### config.mk
export PLATFORM = sky130hd
export DESIGN_NAME = irq_sequencer
export DESIGN_NICKNAME = d
export VERILOG_FILES = /design/src/rtl/irq_sequencer.sv
export SDC_FILE = /design/constraint.sdc
export NUM_CORES = 1
export LEC_CHECK = 0
export BUFFER_PORTS_ARGS = -buffer_cell sky130_fd_sc_hd__buf_2
export CAP_MARGIN = 30
export CORE_MARGIN = 3
export CORE_UTILIZATION = 52
export CTS_BUF_LIST = sky130_fd_sc_hd__clkbuf_8
export DETAILED_ROUTE_END_ITERATION = 16
export PLACE_DENSITY = 0.86
export SYNTH_ARGS = -nofsm -noshare
export SYNTH_HDL_FRONTEND = slang
export SYNTH_SLANG_ARGS = --single-unit
### constraint.sdc
create_clock -name clk -period 1.93 [get_ports clk]
set_input_delay 0.0965 -clock clk [delete_from_list [all_inputs] [get_ports clk]]
set_output_delay 0.0965 -clock clk [all_outputs]
set_load 0.01 [all_outputs]
### src/rtl/irq_sequencer.sv
// Interrupt sequencer: per-source rising-edge capture, software mask, fixed priority (lowest index)
// and a single-cycle IRQ issue with no nesting. Optional ISR watchdog enabled by macro IRQ_TIMEOUT_EN.
//
// state | meaning
// IDLE  | waiting for an eligible request while in user mode and not stalled
// TAKE  | one cycle: irq/irq_ack asserted, serviced pending bit cleared
// ISR   | handler running; new requests only accumulate as pending
module irq_sequencer #(
  parameter int                 NUM_SRC    = 8,
  parameter int                 ID_W       = 4,
  parameter logic [NUM_SRC-1:0] MASK_RESET = {NUM_SRC{1'b1}},
  parameter int                 TIMEOUT    = 1024
) (
  input  logic               clk,
  input  logic               reset,
  input  logic [NUM_SRC-1:0] irq_src,
  input  logic               mask_we,
  input  logic [NUM_SRC-1:0] mask_wdata,
  output logic [NUM_SRC-1:0] mask_rdata,
  input  logic               kernel_mode,
  input  logic               stall,
  input  logic               isr_exit,
  output logic               irq,
  output logic [ID_W-1:0]    irq_cause,
  output logic [NUM_SRC-1:0] irq_ack,
  output logic               busy,
  output logic               isr_timeout
);

  typedef enum logic [1:0] {IDLE, TAKE, ISR} state_t;

  if ((2 ** ID_W) < NUM_SRC || NUM_SRC < 1 || NUM_SRC > 16 || TIMEOUT < 2) begin : g_bad_cfg
    $error("irq_sequencer: illegal parameter combination");
  end

  state_t             state, state_nx;
  logic [NUM_SRC-1:0] prev_src;
  logic [NUM_SRC-1:0] pending, pending_nx;
  logic [NUM_SRC-1:0] mask;
  logic [NUM_SRC-1:0] eligible;
  logic [NUM_SRC-1:0] clr_bit;
  logic [ID_W-1:0]    sel;
  logic               timeout_hit;

`ifdef IRQ_TIMEOUT_EN
  localparam int CNT_W = $clog2(TIMEOUT) + 1;
  logic [CNT_W-1:0] tmr_cnt;
`endif

  assign mask_rdata = mask;

  always_comb begin
    eligible    = pending & mask;
    sel         = '0;
    for (int i = NUM_SRC - 1; i >= 0; i--) begin
      if (eligible[i]) sel = ID_W'(i);
    end

    state_nx    = state;
    timeout_hit = 1'b0;
    case (state)
      IDLE: if ((|eligible) && !kernel_mode && !stall) state_nx = TAKE;
      TAKE: state_nx = ISR;
      ISR: begin
        if (isr_exit && kernel_mode) begin
          state_nx = IDLE;
        end
`ifdef IRQ_TIMEOUT_EN
        else if (tmr_cnt == CNT_W'(TIMEOUT - 1)) begin
          state_nx    = IDLE;
          timeout_hit = 1'b1;
        end
`endif
      end
      default: state_nx = IDLE;
    endcase

    // A new rising edge on the serviced source wins over its clear.
    clr_bit    = (state == TAKE) ? (NUM_SRC'(1) << irq_cause) : '0;
    pending_nx = (pending & ~clr_bit) | (irq_src & ~prev_src);
  end

  always_ff @(posedge clk) begin
    if (reset) begin
      state       <= IDLE;
      prev_src    <= '0;
      pending     <= '0;
      mask        <= MASK_RESET;
      irq         <= 1'b0;
      irq_cause   <= '0;
      irq_ack     <= '0;
      busy        <= 1'b0;
      isr_timeout <= 1'b0;
    end else begin
      state       <= state_nx;
      prev_src    <= irq_src;
      pending     <= pending_nx;
      if (mask_we) mask <= mask_wdata;
      irq         <= (state_nx == TAKE);
      irq_ack     <= (state_nx == TAKE) ? (NUM_SRC'(1) << sel) : '0;
      if (state == IDLE && state_nx == TAKE) irq_cause <= sel;
      busy        <= (state_nx != IDLE);
      isr_timeout <= timeout_hit;
    end
  end

`ifdef IRQ_TIMEOUT_EN
  always_ff @(posedge clk) begin
    if (reset) begin
      tmr_cnt <= '0;
    end else if (state != ISR) begin
      tmr_cnt <= '0;
    end else begin
      tmr_cnt <= tmr_cnt + 1'b1;
    end
  end
`endif

endmodule
# == Word level (Yosys, flattened, before mapping) ==
# Cells that the tools add are included.
# word_totals
regBits,40
output_inout_bits,23
wordCells,42
# classes
n_eq_ne,3
shift,2
n_mux,12
bitwise,7
n_reduce_logical,10
# ops
op,count
$mux W4,7
$and A8 B8 Y8,3
$not A8 Y8,2
$shl A1 B4 Y8 const A,2
$mux W8,1
$or A8 B8 Y8,1
$reduce_or A8 Y1,1
$pmux W2 S3,1
$eq A2 B1 Y1 const B,2
$logic_and A1 B1 Y1,4
$mux W2,2
$mux W3,1
$eq A2 B2 Y1 const B,1
$logic_not A1 Y1,2
$logic_not A2 Y1,1
$reduce_bool A2 Y1,1
$reduce_or A2 Y1,1
$not A1 Y1,1

# == Depth between registers and ports, before layout ==
# depth
word_depth,10
depth_mapped,5

# == Worst setup path after synthesis ==
# OpenSTA, ideal clock, no wires.
# synth_path
path_type,register to register
start,register state[1]
end,register irq_cause[0]
setup_time_ps,84
arrival_ps,1464
t_required_ps,1846
slack_ps,382
stages_incl_launch_ff,6
cell_sequence,dfxtp_1 or4_4 buf_6 or2_0 buf_2 o31ai_2
# synth_between
elab_chain_len,4
# synth_lines
element,line_no,source
"start, declared",36,"state_t state, state_nx;"
"start signal, assigned",95,state <= state_nx;
$eq A2 B2 Y1 (tied with other cells),61,case (state)
$pmux W2 S3,61,
$eq A2 B1 Y1,101,if (state == IDLE && state_nx == TAKE) irq_cause <= sel;
$logic_and A1 B1 Y1 (*),101,
"end signal, assigned",101,
"end, declared",24,"output logic [ID_W-1:0] irq_cause,"
# Every way passes the cells marked *; elsewhere a longest branch is shown, timed or not.
# A chain may end at the register's enable or synchronous reset.

# == Worst setup path after layout ==
# Same ends and word-level chain as after synthesis.

==> flow_metrics.tcl <==
set metrics [dict create \
    yosysWarnings 0 \
    cts-buffers-inserted 5 \
    cp.arrival_ps 1760 \
    yosys.area.top_type "dfxtp_1" \
    clockRootBuffer "clkbuf_8" \
    antennaDiodeCount 0 \
    tns_ps 0 \
    syn2layout_area_growth_pct 21.0 \
    place_congestion 0.782 \
    setup_viol 0 \
    cts_max_level 2 \
    die_area_mm2 0.00346 \
    leakage_nw 0.772 \
    worstReg2RegStart "state[1]$_SDFF_PP0_" \
    grt_setup_unrepaired "no" \
    critPathCapture "irq_cause[0]$_SDFFE_PP0P_" \
    synth.area.top_cells "dfxtp_1 (54%), nor2b_1 (7.8%), a211o_1 (4.8%)" \
    status "completed" \
    synth.distinct_cells 29 \
    yosysTopAreaCellShare_pct 53.8 \
    hold_class "input pin to flop" \
    drive_gt1_share_pct 26.7 \
    critPathRequiredTime_ps 2140 \
    p_sw_share_pct 24.2 \
    ys_ff_latch 39 \
    fillers 219 \
    synth_top_family_by_area "simple AND/OR/NAND/NOR gates" \
    ctsHoldBuffers 0 \
    r2r_slack_ps 380 \
    fin_crit_ps 1550 \
    drtIter0Drc 29 \
    rows 18 \
    worstSetupEndpointType "flop" \
    synthSimpleGateAreaFrac_pct 23.1 \
    fp.dieH_um 58.8 \
    hold_viol_final 0 \
    cts_tree "yes" \
    final.setup_skew_ps 7.61 \
    via_count 1218 \
    post_cts_buffers 0 \
    portBuffers 42 \
    fin_crit_sh_pct 80.4 \
    cap_violations 0 \
    final_core_util_pct 68.4 \
    clk_path_buf_depth 2 \
    grt_max_degree 32 \
    dpl.hpwl_um 2210 \
    reg2reg_depth 3 \
    max_freq_mhz 645 \
    peakVddDrop_uv 848 \
    pwr-share-clk_pct 34.7 \
    cp_max_fo 7 \
    synth_compound_area_share_pct 19.7 \
    powerDensity_mw_per_mm2 951 \
    grt_usage_pct 18.7 \
    pwr-share-seq_pct 53.1 \
    slew-limit-headroom_pct 64.6 \
    grt_pass1_vias 1135 \
    r2r_end "irq_cause[0]$_SDFFE_PP0P_" \
    grt_overflow_total 0 \
    drc 0 \
    slew_violations 0 \
    synth_cells 152 \
    seq_area_um2 781 \
    initial_core_util_pct 56.5 \
    crit_path_start "state[1]$_SDFF_PP0_" \
    wirelength_um 2940 \
    postSynthAreaPerCell_um2 9.55 \
    pin_count 45 \
    worst_pin_slew_ps 530 \
    power.internal_mw 1.27 \
    die_w_um 58.8 \
    yosysSeqAreaShare_pct 53.8 \
    avgViaCountPerCell 5.41 \
    ant_nets 0 \
    drt_first_pass_iters 4 \
    nets 216 \
    synth_xor_area_share_pct 0 \
    core-area_mm2 0.00257 \
    syn_area_mm2 0.00145 \
    switchingPower_uw 404 \
    clock-sinks 39 \
    multiInputGateArea_um2 628 \
    grt_pass1_wl_um 4870 \
    clkTransAtPathRegs_ps 70 \
    synthAdderAreaFrac_pct 0 \
    critPathKind "flop to flop" \
    startpoint_type "flop" \
    combPwrFrac_pct 12.2 \
    cts_resized 0 \
    synthMuxAreaShare_pct 0 \
    wl_per_cell_um 13.0 \
    antenna_found_initial 0 \
    clock_latency_ps 290 \
]
==> cells in the mapped netlist <==
master	instances
dfxtp_1	39
nor2b_1	18
nor2_1	16
a21oi_1	13
nand2b_1	11
a211o_1	8
nand2_1	6
o21ai_0	6
a22oi_1	5
clkbuf_1	4
nand3_1	3
a32o_1	2
and2_1	2
buf_4	2
nor3_1	2
o31ai_1	2
a22o_1	1
a31o_2	1
a31oi_1	1
and4_1	1
buf_2	1
buf_6	1
conb_1	1
nand3b_1	1
o21ai_1	1
o22ai_1	1
o31ai_2	1
or2_0	1
or4_4	1
==> layout by cell type, fill, tap and decap left out, types with 2 or more instances in the layout <==
master	instances
a32o_1	2
conb_1	2
and2_1	2
clkbuf_8	7
buf_2	42
dfxtp_1	39
nor2b_1	18
o21ai_0	6
nor2_1	16
o31ai_1	2
nand3_1	3
a211o_1	8
a22oi_1	5
nand2b_1	11
nor3_1	2
nand2_1	6
a21oi_1	13
==> metrics by stage <==
stage | worst slack (ps) | hold slack, ps | total power, mW | cells | area (µm²)
detailed placement | 393 | 311 | 1.11 | 217 | 1660
finish | 379 | 17.9 | 1.67 | 225 | 1760
floorplan | 382 | 214 | 1.04 | 153 | 1460
CTS | 375 | 15.0 | 1.68 | 225 | 1760
global route | 315 | 17.4 | 1.75 | 225 | 1760
global placement | 439 | 299 | 1.10 | 217 | 1660
==> cell type report <==
cell class                      count  area share, %
Clock buffer                        7           5.48
Multi-Input combinational cell    106           35.8
Clock inverter                      1          0.214
Tap cell                           30           2.14
Timing Repair Buffer               42           12.0
Sequential cell                    39           44.4
==> metal layers <==
layer	global-route usage, %	wire length (µm)
met3	5.26	217
met1	22.2	1230
met4	7.77	22
met5	0	0
met2	31.5	1460
==> how the worst min path moves through the flow <==
stage	startpoint	end	slack, ps	depth (start not counted)
5_1_grt	mask_wdata[4]	mask_rdata[4]$_SDFFE_PP1P_	20	2
2_1_floorplan	mask_wdata[0]	mask_rdata[0]$_SDFFE_PP1P_	210	1
3_3_place_gp	mask_wdata[0]	mask_rdata[0]$_SDFFE_PP1P_	300	2
6_report	mask_wdata[7]	mask_rdata[7]$_SDFFE_PP1P_	20	2
3_5_place_dp	mask_wdata[7]	mask_rdata[7]$_SDFFE_PP1P_	310	2
4_1_cts	mask_wdata[7]	mask_rdata[7]$_SDFFE_PP1P_	10	2
==> state kept, by name, summed over array words and instances (netlist names) <==
register,cells
mask_rdata,8
state,2
prev_src,8
busy,1
pending,8
irq_ack,8
irq,1
irq_cause,3
==> power groups by stage <==
stage / combinational, mW / clock, mW / sequential [mW]
after floorplan: 0.132 / 0 / 0.906
after global placement: 0.195 / 0 / 0.902
after detailed placement: 0.203 / 0 / 0.905
after CTS: 0.204 / 0.594 / 0.886
after global routing: 0.230 / 0.628 / 0.892
final: 0.204 / 0.579 / 0.887
==> cells by family (layout without fill, tap and decap cells) <==
group,Yosys count,count (layout)
other,1,2
and+or+nand+nor,62,62
DFF,39,39
AOI/OAI and AO/OA,42,42
buffers and inverters,8,50
==> critical path, stage by stage (launching register included) <==
cell and delay (ps):
dfxtp_1 330, or4_4 580, or2_0 330, o31ai_2 230
Power figures use the tool's default switching activity.
